$ cat src/rtl/bp_initiator.sv
// bp_initiator: turns register read/write commands into BytePipe byte traffic
// and forwards the responder's reply bytes to the response sink.
// A burst read first writes (len-1) to responder register 0. It then discards
// the reply to that setup write and issues the read.
// Ports:
//   i_clk, i_rst                  clock, synchronous active-high reset
//   i_cg                          clock-gate enable (0 = all flops hold)
//   i_cmd_* / o_cmd_ready         command request (wr, addr, wrData, len)
//   o_rsp_* / i_rsp_ready         response bytes, o_rsp_last on the final byte
//   o_bp_* / i_bp_ready           BytePipe bytes to the responder
//   i_bp_* / o_bp_ready           BytePipe bytes from the responder
//   o_busy                        FSM not in IDLE
module bp_initiator #(
    parameter bit BURST_EN = 1'b1
) (
    input  logic       i_clk,
    input  logic       i_rst,
    input  logic       i_cg,
    input  logic       i_cmd_valid,
    output logic       o_cmd_ready,
    input  logic       i_cmd_wr,
    input  logic [6:0] i_cmd_addr,
    input  logic [7:0] i_cmd_wrData,
    input  logic [7:0] i_cmd_len,
    output logic [7:0] o_rsp_data,
    output logic       o_rsp_valid,
    input  logic       i_rsp_ready,
    output logic       o_rsp_last,
    output logic [7:0] o_bp_data,
    output logic       o_bp_valid,
    input  logic       i_bp_ready,
    input  logic [7:0] i_bp_data,
    input  logic       i_bp_valid,
    output logic       o_bp_ready,
    output logic       o_busy
);

    localparam int unsigned AW = 7;
    localparam int unsigned DW = 8;
    localparam int unsigned LW = 8;

    typedef enum logic [2:0] {
        IDLE,
        SETUP_CMD,
        SETUP_DATA,
        SETUP_RSP,
        CMD,
        WRDATA,
        RSP
    } state_e;

    state_e        state_q, state_d;
    logic          wr_q, wr_d;
    logic [AW-1:0] addr_q, addr_d;
    logic [DW-1:0] wdata_q, wdata_d;
    logic [LW-1:0] len_q, len_d;
    logic [LW-1:0] remain_q, remain_d;
    logic          burst_c;

    // Captured command is a burst read (len 0 and 1 are both single reads).
    assign burst_c = BURST_EN && !wr_q && (len_q >= LW'(2));
    assign o_busy  = (state_q != IDLE);

    // Next-state and output decode.
    always_comb begin
        state_d     = state_q;
        remain_d    = remain_q;
        wr_d        = wr_q;
        addr_d      = addr_q;
        wdata_d     = wdata_q;
        len_d       = len_q;
        o_cmd_ready = 1'b0;
        o_bp_valid  = 1'b0;
        o_bp_data   = '0;
        o_bp_ready  = 1'b0;
        o_rsp_valid = 1'b0;
        o_rsp_data  = '0;
        o_rsp_last  = 1'b0;
        case (state_q)
            IDLE: begin
                o_cmd_ready = 1'b1;
                if (i_cmd_valid) begin
                    wr_d    = i_cmd_wr;
                    addr_d  = i_cmd_addr;
                    wdata_d = i_cmd_wrData;
                    len_d   = i_cmd_len;
                    if (BURST_EN && !i_cmd_wr && (i_cmd_len >= LW'(2))) begin
                        state_d = SETUP_CMD;
                    end else begin
                        state_d = CMD;
                    end
                end
            end
            SETUP_CMD: begin
                // Write to responder register 0 (burst length).
                o_bp_valid = 1'b1;
                o_bp_data  = 8'h80;
                if (i_bp_ready) state_d = SETUP_DATA;
            end
            SETUP_DATA: begin
                o_bp_valid = 1'b1;
                o_bp_data  = len_q - LW'(1);
                if (i_bp_ready) state_d = SETUP_RSP;
            end
            SETUP_RSP: begin
                // Swallow the setup write's reply byte.
                o_bp_ready = 1'b1;
                if (i_bp_valid) state_d = CMD;
            end
            CMD: begin
                o_bp_valid = 1'b1;
                o_bp_data  = {wr_q, addr_q};
                if (i_bp_ready) begin
                    if (wr_q) begin
                        state_d = WRDATA;
                    end else begin
                        state_d  = RSP;
                        remain_d = burst_c ? len_q : LW'(1);
                    end
                end
            end
            WRDATA: begin
                o_bp_valid = 1'b1;
                o_bp_data  = wdata_q;
                if (i_bp_ready) begin
                    state_d  = RSP;
                    remain_d = LW'(1);
                end
            end
            RSP: begin
                // Zero-latency pass-through between responder and sink.
                o_rsp_data  = i_bp_data;
                o_rsp_valid = i_bp_valid;
                o_bp_ready  = i_rsp_ready;
                o_rsp_last  = (remain_q == LW'(1)) && i_bp_valid;
                if (i_bp_valid && i_rsp_ready) begin
                    remain_d = remain_q - LW'(1);
                    if (remain_q == LW'(1)) state_d = IDLE;
                end
            end
            default: state_d = IDLE;
        endcase
    end

    // State and down-counter; reset wins over the clock gate.
    always_ff @(posedge i_clk) begin
        if (i_rst) begin
            state_q  <= IDLE;
            remain_q <= '0;
        end else if (i_cg) begin
            state_q  <= state_d;
            remain_q <= remain_d;
        end
    end

    // Captured command fields, no reset needed.
    always_ff @(posedge i_clk) begin
        if (i_cg) begin
            wr_q    <= wr_d;
            addr_q  <= addr_d;
            wdata_q <= wdata_d;
            len_q   <= len_d;
        end
    end

endmodule
$ cat config.mk
export PLATFORM = sky130hd
export DESIGN_NAME = bp_initiator
export DESIGN_NICKNAME = d
export VERILOG_FILES = /design/src/rtl/bp_initiator.sv
export SDC_FILE = /design/constraint.sdc
export NUM_CORES = 1
export LEC_CHECK = 0
export BUFFER_PORTS_ARGS = -buffer_cell sky130_fd_sc_hd__buf_2
export CAP_MARGIN = 20
export CORE_UTILIZATION = 35
export CTS_CLUSTER_SIZE = 40
export DETAILED_ROUTE_END_ITERATION = 8
export SKIP_CTS_REPAIR_TIMING = 1
export SLEW_MARGIN = 20
export SYNTH_ARGS = -nofsm -noshare
export SYNTH_HDL_FRONTEND = slang
export SYNTH_SLANG_ARGS = --single-unit
$ cat constraint.sdc
create_clock -name i_clk -period 2.8 [get_ports i_clk]
set_input_delay 0.14 -clock i_clk [delete_from_list [all_inputs] [get_ports i_clk]]
set_output_delay 0.14 -clock i_clk [all_outputs]
set_load 0.1 [all_outputs]
# Yosys cells after proc, flatten, opt, wreduce, memory -nomap -nowiden
# Cells that the tools add are included.
dict set report totals {
  ff_bits 35
  wordCells 63
  in_bits 39
}
dict set report op_classes {
  n_lt_le_gt_ge 2
  n_reduce_logical 13
  eq_ne 16
  add_sub_neg 2
  muxes 24
}
# operator n
set ops {}
lappend ops {{8-bit two-way mux} 6}
lappend ops {{8-bit one-hot mux with 4 select lines} 1}
lappend ops {{3-bit two-way mux} 9}
lappend ops {{8-bit one-hot mux with 3 select lines} 1}
lappend ops {{3-bit one-hot mux with 7 select lines} 1}
lappend ops {{2-bit != test (second input constant)} 9}
lappend ops {{8-bit by 2-bit >= comparator with 1-bit output (second input constant)} 2}
lappend ops {{8-bit by 1-bit subtractor with 8-bit output (second input constant)} 2}
lappend ops {{3-bit equality test (second input constant)} 3}
lappend ops {{9-bit AND reduction} 1}
lappend ops {{8-bit by 1-bit equality test with 1-bit output (second input constant)} 1}
lappend ops {{3-bit by 2-bit equality test with 1-bit output (second input constant)} 2}
lappend ops {{6-bit AND reduction} 1}
lappend ops {{3-bit nonzero test} 2}
lappend ops {{1-bit logical AND} 4}
lappend ops {{1-bit two-way mux} 4}
lappend ops {{4-bit OR reduction} 1}
lappend ops {{3-bit by 1-bit equality test with 1-bit output (second input constant)} 1}
lappend ops {{3-bit zero test} 1}
lappend ops {{3-bit AND reduction} 1}
lappend ops {{1-bit zero test} 2}
lappend ops {{2-bit two-way mux} 1}
lappend ops {{1-bit one-hot mux with 2 select lines} 1}

# Longest topological paths before layout
# Gate-level depths: netlist of the first run.
dict set report depth {
  ltp_word 6
  mapped_depth 6
  mapped_depth_nobuf 5
}

# Worst setup path after synthesis of the first run
# OpenSTA, ideal clock, no wires.
dict set report synth_timing {
  path_type {register to output}
  start {register state_q[2]}
  end {output o_bp_data[7]}
  setup_slack_ns -0.680
  stages_incl_launch_ff 6
  arrival_time_ns 3.340
  path_cell_list {dfxtp_1 -> buf_2 -> buf_2 -> clkbuf_1 -> a21oi_1 -> o32ai_1}
}
dict set report synth_via {
  elab_chain_cells 2
  word_cells_on_any_way 5
  cone_classes {eq/ne: 4; mux: 1}
}
# element line
set synth_rtl {}
lappend synth_rtl {{start, declared} 52} ;# state_e state_q, state_d;
lappend synth_rtl {{start signal, assigned} 151} ;# state_q <= state_d;
lappend synth_rtl {{3-bit equality test (tied with other cells)} 79} ;# case (state_q)
lappend synth_rtl {{8-bit one-hot mux with 4 select lines *} 79}
lappend synth_rtl {{end, declared} 29} ;# output logic [7:0] o_bp_data,
# Mark *: on every way between the ends. The rest lies on a longest branch, timed or not.

# Worst setup path in the final report of the first run
dict set report layout_timing {
  start {register state_q[2]}
  end {output o_rsp_data[5]}
}
dict set report layout_via {
  elab_chain_cells 2
}
# element line
set layout_rtl {}
lappend layout_rtl {{3-bit equality test} 79}
lappend layout_rtl {{8-bit two-way mux} 79}
lappend layout_rtl {{end, declared} 25} ;# output logic [7:0] o_rsp_data,
# No other way between the ends.

==> results.tsv, run 1 <==
metric	value	unit
status	finished, final reports clean	
cts.htree.levels	2	
hold_path_end	addr_q[5]	
fmax	407.4	MHz
ys_warn_count	0	
overflow	0	
clock_latency	0.29	ns
period_share	87.66	%
antenna_found_initial	0	
leakage	1.003	nW
grt_pass1_vias	1492	
grt_pass1_wl	7.431	mm
first_pass_iters	4	
synth_fa_ha_area_share	2.433	%
start_util	36.90	%
synth_edf_count	24	
ir_drop	481.0	uV
synth-simple-area-share	17.76	%
synth_top_family_by_area	compound AO/OA/AOI/OAI gates	
netlist_area	0.002057	mm2
die-height	78.66	um
max_stage_delay	0.90	ns
ys_seq_area_share	45.74	%
startpoint_type	register	
grt_use_total	15.66	%
rows	27	
synth-xor-area-share	3.832	%
syn_nets	241	
skew	0.008550	ns
ys_ff_latch	35	
tightestPinTransition	0.8761	ns
r2r_cells	3	
synth_compound_area_share	21.47	%
syn2layout_area_growth	23.84	%
pin_count	61	
holdPathStages	1	
period_minus_slack	2.454	ns
place_hpwl	3.372	mm
power	1.668	mW
setup_violations	0	
hold_path.class	primary input to register	
clockBufferDepth	2	
synthCells	198	
fin_nets	300	
nFillCells	537	
wire_per_inst	13.61	um
crit_chain	and3b_1, and2_1, buf_2	
cts_tree	built	
crit_type	register to primary output	
r2r_start	state_q[2]	
drt_wl_total	4.492	mm
worst-path-max-fanout	27	
cts.sinks	35	
r2r-end	addr_q[6]	
r2r_slack	0.63	ns
finalHoldViolCount	0	
dr.first_iter.drc_count	93	
n_antenna_cell	0	
synthArstFlopShare	0	%
drive_gt1_share	32.95	%
yosysUniqueCellTypes	55	
ant_nets	0	
maxSlewHeadroom	41.51	%
clkTransAtPathRegs	0.08	ns
slew_violations	0	
dieArea	0.006187	mm2
synthMuxAreaShare	3.954	%
cpMaxStageDelayCell	dfxtp_1	
tns	0	ns
maxCapViolations	0	
gp_congestion	0.7799	
root_buffer	clkbuf_8	
drc	0	
grt_max_degree	28	
core	0.005574	mm2
worstPathRequired	2.66	ns
hp-start	i_cmd_addr[5]	
ys.flop_type	edfxtp_1	
rsz0062_at_grt	false	
cp.arrival	2.31	ns
port_buffers	60	
cts_buffers	5	
viasPerCell	5.224	
die_x	78.66	um
power.density	654.9	mW/mm2
avgSynthCellArea	10.39	um2
worstSetupEndpointType	primary output	
vias	1724	
-- logic make-up after synthesis --
logic type / after synthesis
AND/OR/NAND/NOR: 62
adder cells (fa/ha/maj): 4
AO/OA/AOI/OAI: 57
XOR/XNOR: 9
flip-flops: 35
buffers and inverters: 23
multiplexers: 8
-- routing by layer --
layer	track usage, %	wire length, um
met1	22.58	2180
met2	22.78	2025
met3	3.721	234
met4	5.000	52
met5	0	0
-- state kept, by name (all words and copies together), names as in the netlist --
signal    flops
len_q         8
state_q       3
wr_q          1
wdata_q       8
remain_q      8
addr_q        7
-- metrics by stage --
step	setup WS (ns)	instances	area, um2	hold slack (ns)	utilization, %
finish	0.3457	330	2547	0.02598	45.70
CTS	0.3474	330	2547	0.01880	45.70
global route	0.1554	330	2547	0.008058	45.70
detailed placement	0.6357	322	2435	0.3181	43.68
floorplan	0.1602	198	2076	0.2389	-
global placement	0.6651	322	2435	0.3170	43.68
-- cell type report --
type | instances | area [um2] | share of cell area (%)
inverters | 12 | 48.80 | 1.916
flip-flops and latches | 35 | 940.9 | 36.94
multi-input cells | 140 | 1032 | 40.52
well taps | 72 | 90.09 | 3.536
repair buffers | 63 | 322.8 | 12.67
clock buffers | 5 | 68.82 | 2.701
clock inverters | 3 | 43.79 | 1.719
-- cells in the final DEF, fill, tap and decap left out, drive strengths merged, types with 6 or more instances in the layout --
master / instances
nor3: 6
o22ai: 7
buf: 63
nand2: 10
a211oi: 7
a21oi: 12
edfxtp: 24
and2: 9
inv: 11
mux2i: 7
nor2: 11
dfxtp: 11
-- cell usage after synthesis (2+ instances only) --
cell      instances  area (um2)
edfxtp_1         24       720.7
a21oi_1          12       60.06
inv_1            12       45.04
dfxtp_1          11       220.2
nor2_1           11       41.29
nand2_1          10       37.54
and2_1            9       56.30
a211oi_1          7       52.55
mux2i_1           7       70.07
o22ai_1           7       43.79
nor3_1            6       30.03
clkbuf_1          5       18.77
xor2_1            5       43.79
buf_2             4       20.02
ha_1              4       50.05
nor2b_1           4       25.02
o31ai_1           4       30.03
xnor2_1           4       35.03
and3_1            3       18.77
nand2b_1          3       18.77
o21ai_0           3       15.01
o32ai_1           3       26.28
a311oi_1          2       17.52
a32o_1            2       20.02
nand3_1           2       10.01
o211a_1           2       20.02
o41ai_1           2       17.52
or2_2             2       12.51
or3_1             2       12.51
-- worst max-delay path, delay by kind of cell, from the launching register on --
family / cells / cell delay [ns]
and+or+nand+nor: 2 / 0.70
buffers and inverters: 1 / 0.42
DFF: 1 / 0.90
-- where the power goes --
| group | switching, mW | internal (mW) |
|---|---|---|
| sequential | 0.0506 | 0.596 |
| clock | 0.187 | 0.265 |
| combinational | 0.423 | 0.146 |
| total | 0.661 | 1.01 |
-- how the worst max path moves through the flow --
| stage | from | end | cells after the start |
|---|---|---|---|
| global route | state_q[2] | o_rsp_data[0] | 3 |
| floorplan | state_q[2] | addr_q[0] | 5 |
| global placement | state_q[2] | len_q[7] | 3 |
| CTS | state_q[2] | o_rsp_data[5] | 3 |
| finish | state_q[2] | o_rsp_data[5] | 3 |
| detailed placement | state_q[2] | len_q[5] | 3 |
Note: power is estimated with default switching activity, not from simulation.
==> run 2: changes to the inputs <==
--- a/config.mk
+++ b/config.mk
@@ -10,6 +10,7 @@
 export CORE_UTILIZATION = 35
 export CTS_CLUSTER_SIZE = 40
 export DETAILED_ROUTE_END_ITERATION = 8
+export PLACE_DENSITY_LB_ADDON = 0.05
 export SKIP_CTS_REPAIR_TIMING = 1
 export SLEW_MARGIN = 20
 export SYNTH_ARGS = -nofsm -noshare
==> run 2 against run 1 <==
  * Core utilization down 0.72 points
  * Combinational power about the same
  * Worst hold slack better by 0.0036 ns
  * Total power fell by 6.5%
  * Die area stayed put
  * Non-clock buffer count is 1 lower
  * Via count shrank 1.5%
  * Worst setup slack better by 0.0046 ns
  * Fmax rose by 0.19%
  * Clock power shrank 24%
==> results.tsv, run 2 (synthesized netlist as in run 1, its figures left out) <==
metric	value	unit	change
fmax	408.2	MHz	+0.19%
dr.first_iter.drc_count	97		+4.3%
rsz0062_at_grt	false		
viasPerCell	5.164		-1.2%
multi_input_area	0.001032	mm2	unchanged
slew_violations	0		unchanged
grt_max_degree	28		unchanged
ant_nets	0		unchanged
vias	1699		-1.5%
period_minus_slack	2.450	ns	-0.004577 ns
clockBufferDepth	2		unchanged
status	finished, final reports clean		
fin_util	44.98	%	-0.72 points
grt_pass1_wl	7.859	mm	+5.8%
wire_per_inst	14.65	um	+7.6%
cts.htree.levels	2		unchanged
layout_common_cells	buf_2 (60), edfxtp_1 (24), a21oi_1 (12)		
p_sw_share	41.61	%	+2.0 points
cp.arrival	2.31	ns	about the same
tightestPinTransition	0.8813	ns	+0.005199 ns
rows	27		unchanged
hp-start	i_cmd_wrData[0]		
leakage	0.9798	nW	-2.3%
pin_count	61		unchanged
skew	0.01023	ns	+0.001682 ns
nFillCells	566		+5.4%
r2r-end	len_q[6]		
top_regs	len_q (8), remain_q (8), wdata_q (8)		
fin_nets	299		-0.33%
root_buffer	clkbuf_8		
r2r_slack	0.62	ns	about the same
first_pass_iters	4		unchanged
n_antenna_cell	0		unchanged
cts_buffers	5		unchanged
drive_gt1_share	31.52	%	-1.4 points
p_seq_share	41.7	%	+2.9 points
clock_latency	0.28	ns	about the same
ir_drop	515.7	uV	+7.2%
seqCellArea	940.9	um2	unchanged
die_x	78.66	um	unchanged
worstSetupEndpointType	primary output		
r2r_start	state_q[2]		
grt_use_total	16.37	%	+0.71 points
die-height	78.66	um	unchanged
worst-path-max-fanout	27		unchanged
drt_wl_total	4.820	mm	+7.3%
cts.sinks	35		unchanged
holdPathStages	1		unchanged
maxSlewHeadroom	41.16	%	-0.35 points
switching_power	0.6488	mW	-1.8%
tns	0	ns	unchanged
worstPathRequired	2.66	ns	about the same
overflow	0		unchanged
hold_path_end	wdata_q[0]		
period_share	87.49	%	-0.16 points
power.density	621.8	mW/mm2	-5.1%
cts_tree	built		
p_comb_share	36.3	%	+2.2 points
dieArea	0.006187	mm2	unchanged
crit_type	register to primary output		
setup_violations	0		unchanged
port_buffers	60		unchanged
place_hpwl	3.587	mm	+6.4%
start_util	36.90	%	unchanged
syn2layout_area_growth	21.90	%	
clkTransAtPathRegs	0.07	ns	about the same
drc	0		unchanged
hold_path.class	primary input to register		
grt_pass1_vias	1583		+6.1%
layout_commonest_cell	buf_2		
startpoint_type	register		
core	0.005574	mm2	unchanged
intPower	0.9103	mW	-9.7%
r2r_cells	3		unchanged
antenna_found_initial	0		unchanged
p_clk_share	22.0	%	-5.1 points
gp_congestion	0.7703		-1.2%
hold_ws	0.02962	ns	+0.003635 ns
finalHoldViolCount	0		unchanged
maxCapViolations	0		unchanged
## run 2: changes by cell type in the layout (fill, tap and decap cells not counted), sizes merged
cell	delta
bufinv	-1
clkbuf	+1
buf	-1
## run 2: layout make-up
cell class / instances / area share, %
clock inverter: 2 / 0.2994
sequential: 35 / 37.53
multi-input combinational: 140 / 41.17
timing repair buffer: 62 / 12.57
tap: 72 / 3.593
inverter: 12 / 1.946
clock buffer: 6 / 2.894
## run 2: metal layers
| metal | up-vias | share of wire (%) | global-route usage [%] |
|---|---|---|---|
| met4 | 0 | 1.5 | 6.296 |
| met2 | 51 | 46 | 25.30 |
| met5 | - | 0 | 0 |
| li1 | 871 | - | - |
| met3 | 4 | 4.8 | 2.907 |
| met1 | 773 | 48 | 22.53 |
## run 2: worst max-delay path, cell delays in order (launching register included)
cell and delay [ns]:
dfxtp_1 0.90, and3b_1 0.52, and2_1 0.18, buf_2 0.42
## run 2: power by group through the flow
stage,Clock [mW],Sequential (mW),Combinational [mW]
after global routing,0.372,0.657,0.602
after detailed placement,0,0.661,0.569
after floorplan,0,0.627,0.496
after CTS,0.353,0.649,0.570
after global placement,0,0.661,0.572
final,0.343,0.650,0.567
## run 2: how the worst max path moves through the flow
stage	startpoint	to
after floorplan	state_q[2]	addr_q[0]
final	state_q[2]	o_rsp_data[1]
after global routing	state_q[2]	o_rsp_data[7]
after global placement	state_q[2]	len_q[1]
after detailed placement	state_q[2]	len_q[1]
after CTS	state_q[2]	o_rsp_data[3]
## run 2: metrics by stage
step	worst slack [ns]	instance area [um2]	total power, mW	std cells
floorplan	0.1602	2076	1.123	198
CTS	0.3668	2507	1.573	329
detailed placement	0.6252	2427	1.230	321
global route	0.1639	2507	1.631	329
global placement	0.6214	2427	1.233	321
finish	0.3502	2507	1.559	329
